### config.mk
export PLATFORM = sky130hd
export DESIGN_NAME = divu_x6y3
export DESIGN_NICKNAME = d
export VERILOG_FILES = /design/src/rtl/divu_x6y3.sv
export SDC_FILE = /design/constraint.sdc
export NUM_CORES = 1
export LEC_CHECK = 0
export CORE_ASPECT_RATIO = 0.7
export CORE_UTILIZATION = 45
export CTS_CLUSTER_DIAMETER = 100
export DETAILED_ROUTE_END_ITERATION = 12
export PLACE_DENSITY = 0.74
export SYNTH_ARGS = -nofsm -noshare
export SYNTH_HDL_FRONTEND = slang
export SYNTH_SLANG_ARGS = --single-unit
### constraint.sdc
create_clock -name clk -period 1.6 [get_ports clk]
set_input_delay 0.48 -clock clk [delete_from_list [all_inputs] [get_ports clk]]
set_output_delay 0.48 -clock clk [all_outputs]
set_load 0.02 [all_outputs]
### src/rtl/divu_x6y3.sv
// Sequential unsigned divider: restoring division, one quotient bit per clock,
// MSB first. Divide-by-zero finishes in one clock with q=all ones and dz set.
module divu_x6y3 #(
    parameter int P_WIDTH = 6,
    parameter int Y_WIDTH = 3
) (
    input  logic               clk,
    input  logic               rst,
    input  logic               start,
    input  logic [P_WIDTH-1:0] p,
    input  logic [Y_WIDTH-1:0] y,
    output logic [P_WIDTH-1:0] q,
    output logic [Y_WIDTH-1:0] r,
    output logic               busy,
    output logic               rdy,
    output logic               dz
);

    localparam int CNT_W = (P_WIDTH > 1) ? $clog2(P_WIDTH) : 1;
    localparam logic [CNT_W-1:0] CNT_LOAD = CNT_W'(P_WIDTH - 1);
    localparam logic [CNT_W-1:0] CNT_ONE  = CNT_W'(1);

    typedef enum logic [1:0] {IDLE, RUN, DONE} state_t;

    state_t                   state_q, state_d;
    logic [CNT_W-1:0]         cnt_q, cnt_d;
    logic [P_WIDTH-1:0]       quo_q, quo_d;
    logic [Y_WIDTH:0]         rem_q, rem_d;
    logic [Y_WIDTH-1:0]       y_q, y_d;
    logic                     dz_q, dz_d;

    logic        [Y_WIDTH+1:0] shift;
    logic signed [Y_WIDTH+1:0] diff;

    always_ff @(posedge clk or posedge rst) begin
        if (rst) begin
            state_q <= IDLE;
            cnt_q   <= '0;
            quo_q   <= '0;
            rem_q   <= '0;
            y_q     <= '0;
            dz_q    <= 1'b0;
        end else begin
            state_q <= state_d;
            cnt_q   <= cnt_d;
            quo_q   <= quo_d;
            rem_q   <= rem_d;
            y_q     <= y_d;
            dz_q    <= dz_d;
        end
    end

    // quo_q shifts dividend bits out of the top while quotient bits enter at the bottom.
    always_comb begin
        state_d = state_q;
        cnt_d   = cnt_q;
        quo_d   = quo_q;
        rem_d   = rem_q;
        y_d     = y_q;
        dz_d    = dz_q;
        shift   = {rem_q, quo_q[P_WIDTH-1]};
        diff    = $signed(shift) - $signed({2'b00, y_q});

        case (state_q)
            IDLE, DONE: begin
                if (start) begin
                    y_d  = y;
                    dz_d = 1'b0;
                    if (y == '0) begin
                        state_d = DONE;
                        quo_d   = '1;
                        rem_d   = '0;
                        dz_d    = 1'b1;
                    end else begin
                        state_d = RUN;
                        quo_d   = p;
                        rem_d   = '0;
                        cnt_d   = CNT_LOAD;
                    end
                end
            end
            RUN: begin
                if (diff[Y_WIDTH+1]) begin
                    rem_d = shift[Y_WIDTH:0];
                    quo_d = {quo_q[P_WIDTH-2:0], 1'b0};
                end else begin
                    rem_d = diff[Y_WIDTH:0];
                    quo_d = {quo_q[P_WIDTH-2:0], 1'b1};
                end
                if (cnt_q == '0) begin
                    state_d = DONE;
                end else begin
                    cnt_d = cnt_q - CNT_ONE;
                end
            end
            default: state_d = IDLE;
        endcase
    end

    assign q    = quo_q;
    assign r    = rem_q[Y_WIDTH-1:0];
    assign busy = (state_q == RUN);
    assign rdy  = (state_q == DONE);
    assign dz   = dz_q;

endmodule

==> flow_summary.yaml <==
worst_setup_path:
  worstRegToRegCells: 7
  timing.rr.end: "rem_q[0]$_DFFE_PP0P_"
  cp.arrival_ns: 2.01
  cp_max_fo: 4
  worst-r2r-setup-slack_ns: -0.23
  crit_required_ns: 1.78
  start_kind: "register"
  crit_type: "register to register"
  endpoint_kind: "register"
  timing.rr.start: "y_q[0]$_DFFE_PP0P_"
sta:
  setup_ws_ns: -0.229
  clock.fmax_mhz: 547
  fin_skew_ns: 0.0117
  slew_violations: 0
  finalSetupViolCount: 5
  hold_viol: 0
  min_period_ns: 1.83
  rsz0062_at_grt: "yes"
  tightest_slew_ns: 0.579
  slew_headroom_pct: 61.4
  fin_crit_sh_pct: 114
  whs_ns: 0.534
floorplanning:
  fp.dieW_um: 63.7
  die-area_um2: 2870
  dieHeight_um: 45.2
  rows: 15
  io-pin-count: 24
  initial_core_util_pct: 48.0
  core_um2: 2500
synthesis:
  synth_area_leader_cell: "dfrtp_1"
  synth_top_family_by_area: "compound AO/OA/AOI/OAI gates"
  synth-seq-area-share_pct: 39.7
  synth_xor_area_share_pct: 2.19
  synthCells: 122
  syn_nets: 140
  yosys.cell_types.count: 40
  synth_top_area_share_pct: 39.7
  yosysMostFrequentCell: "dfrtp_1"
  synthesis.area_um2: 1200
  synth_edf_count: 0
  synthFlopType: "dfrtp_1"
  yosys-top-cells-count: "dfrtp_1 (19), nand2_1 (13), inv_1 (10), o21ai_0 (8), a22oi_1 (6)"
  synth_mux_area_share_pct: 0.836
  ys_warn_count: 0
  synth_compound_area_share_pct: 21.2
  ys_seq_elements: 19
  synthSimpleGateAreaFrac_pct: 19.0
  synthesis.area_per_instance_um2: 9.81
  async_reset_ff_share_pct: 100
  synth_fa_ha_area_share_pct: 6.90
  synth_area_leaders: "dfrtp_1 (40%), ha_1 (5.2%), nand2_1 (4.1%), a22oi_1 (3.8%), o21ai_0 (3.3%)"
power_and_ir_drop:
  p_leak_uw: 0.000795
  swShare_pct: 47.4
  powerDensity_nw_per_um2: 2440
  peakVddDrop_v: 0.00115
  pwr-share-clk_pct: 8.2
  p_comb_share_pct: 70.7
  intPower_uw: 2270
  switchingPower_uw: 2040
  seqPwrFrac_pct: 21.1
grt:
  first_global_vias: 1160
  antenna_found_initial: 0
  grt_start_max_net_pins: 20
  grt.total_usage_pct: 25.3
  grt_pass1_wl_um: 5350
  overflow: 0
placed_design:
  place_area_um2: 1600
  hpwl_um: 2460
  portBuffers: 23
  place.gp.congestion: 0.928
final_layout:
  nFillCells: 194
  antenna_cells: 0
  syn_to_final_growth_pct: 47.4
  fin_area_um2: 1770
  fin_nets: 188
  multi_input_area_um2: 731
  regArea_um2: 477
  final_layout_size_suffix_gt1_share_pct: 38.5
route:
  route.detailed.drc: 0
  via_per_inst: 5.80
  vias: 1178
  first_iter_violations: 76
  postRouteAntennaNets: 0
  routed_wl_um: 3660
  wl_per_cell_um: 18.0
  dr.pass1.iters: 4
clock_tree:
  cts_buffers: 3
  clock_latency_ns: 0.27
  clockBufferDepth: 2
  holdBufCountCts: 0
  clock_sinks: 19
  clockRootBuffer: "clkbuf_8"
  cts_tree: "done"
  clk_pin_slew_worst_paths_ns: 0.08
  htree_levels: 1
worst_hold_path:
  min_path_type: "input port to async pin"
run_status:
  outcome: "finished, violations left"
  violations: "negative setup slack"
job:
  cap_violations: 0
-- final cells by class --
cell class	count	share of cell area (%)
inverters	13	3.47
clock inverters	1	0.283
multi-input cells	83	41.4
well taps	34	2.41
repair buffers	50	23.1
clock buffers	3	2.34
flip-flops and latches	19	27.0
-- placed cells by master (no fill, tap or decap), types with 2 or more instances in the layout --
| master | instances |
|---|---|
| buf_4 | 26 |
| dfrtp_1 | 18 |
| nand2_1 | 13 |
| clkdlybuf4s50_1 | 11 |
| inv_1 | 9 |
| o21ai_0 | 8 |
| dlygate4sd2_1 | 7 |
| a22oi_1 | 6 |
| nor2_1 | 5 |
| a21oi_1 | 4 |
| ha_1 | 4 |
| nor3_2 | 3 |
| inv_2 | 3 |
| clkbuf_8 | 3 |
| nor2b_4 | 2 |
| nand2b_1 | 2 |
| o21ai_1 | 2 |
| xnor2_2 | 2 |
| nor3_1 | 2 |
| a2111oi_4 | 2 |
| a221oi_2 | 2 |
| nor2b_1 | 2 |
| buf_2 | 2 |
| clkbuf_2 | 2 |
-- critical path, stage by stage (launching register included) --
cell and delay [ns]:
dfrtp_1 0.41, ha_4 0.18, fa_2 0.37, nor2b_4 0.18
nor3_4 0.09, xnor2_2 0.15, buf_4 0.18, o31ai_2 0.18
-- registers in the layout (all words and copies together) (netlist names) --
| name | cells |
|---|---|
| y_q | 3 |
| state_q | 2 |
| q | 6 |
| dz | 1 |
| rem_q | 4 |
| cnt_q | 3 |
-- layer usage --
metal | share of wire, % | GRT usage, %
met4 | 2.0 | 13.2
met3 | 6.8 | 6.06
met2 | 51 | 43.6
met1 | 40 | 30.3
met5 | 0 | 0
-- worst max-delay path by stage --
stage	slack [ns]	startpoint	end	cells past startpoint
finish	-0.23	y_q[0]$_DFFE_PP0P_	rem_q[0]$_DFFE_PP0P_	7
global route	-0.32	q[5]$_DFFE_PP0P_	rem_q[0]$_DFFE_PP0P_	8
CTS	-0.21	q[5]$_DFFE_PP0P_	q[0]$_DFFE_PP0P_	7
detailed placement	-0.35	q[5]$_DFFE_PP0P_	rem_q[1]$_DFFE_PP0P_	7
global placement	-0.21	q[5]$_DFFE_PP0P_	rem_q[2]$_DFFE_PP0P_	7
floorplan	-0.20	q[5]$_DFFE_PP0P_	q[0]$_DFFE_PP0P_	7
-- per-stage QoR --
step	setup WS [ns]	util (%)	total power [µW]	instances	TNS [ns]
after floorplan	-0.198	-	2500	122	-0.881
after global placement	-0.205	64.1	3260	194	-2.07
after detailed placement	-0.352	64.1	3380	194	-3.06
after CTS	-0.210	67.6	3860	200	-0.915
after global routing	-0.324	70.7	4510	203	-1.47
final	-0.229	70.7	4310	203	-1.04
-- power by group through the flow --
stage	Sequential, µW	Clock [µW]	Combinational [µW]
floorplan	972	0	1530
global placement	890	0	2370
detailed placement	899	0	2480
CTS	899	347	2620
global route	929	372	3210
finish	910	352	3050
-- cell families after synthesis --
| logic type | count (synthesis) |
|---|---|
| and+or+nand+nor | 38 |
| muxes | 1 |
| DFF | 19 |
| AOI/OAI and AO/OA | 35 |
| adders and majority gates | 6 |
| buffers and inverters | 20 |
| xor gates and xnor gates | 3 |
-- what timing repair did --
action | CTS | global route
gates resized for setup | 28 | 14
setup endpoints to repair | 17 | 13
buffers inserted | 2 | 3
pin swaps | 5 | 2
No activity file was read; power rests on OpenSTA's default activity.
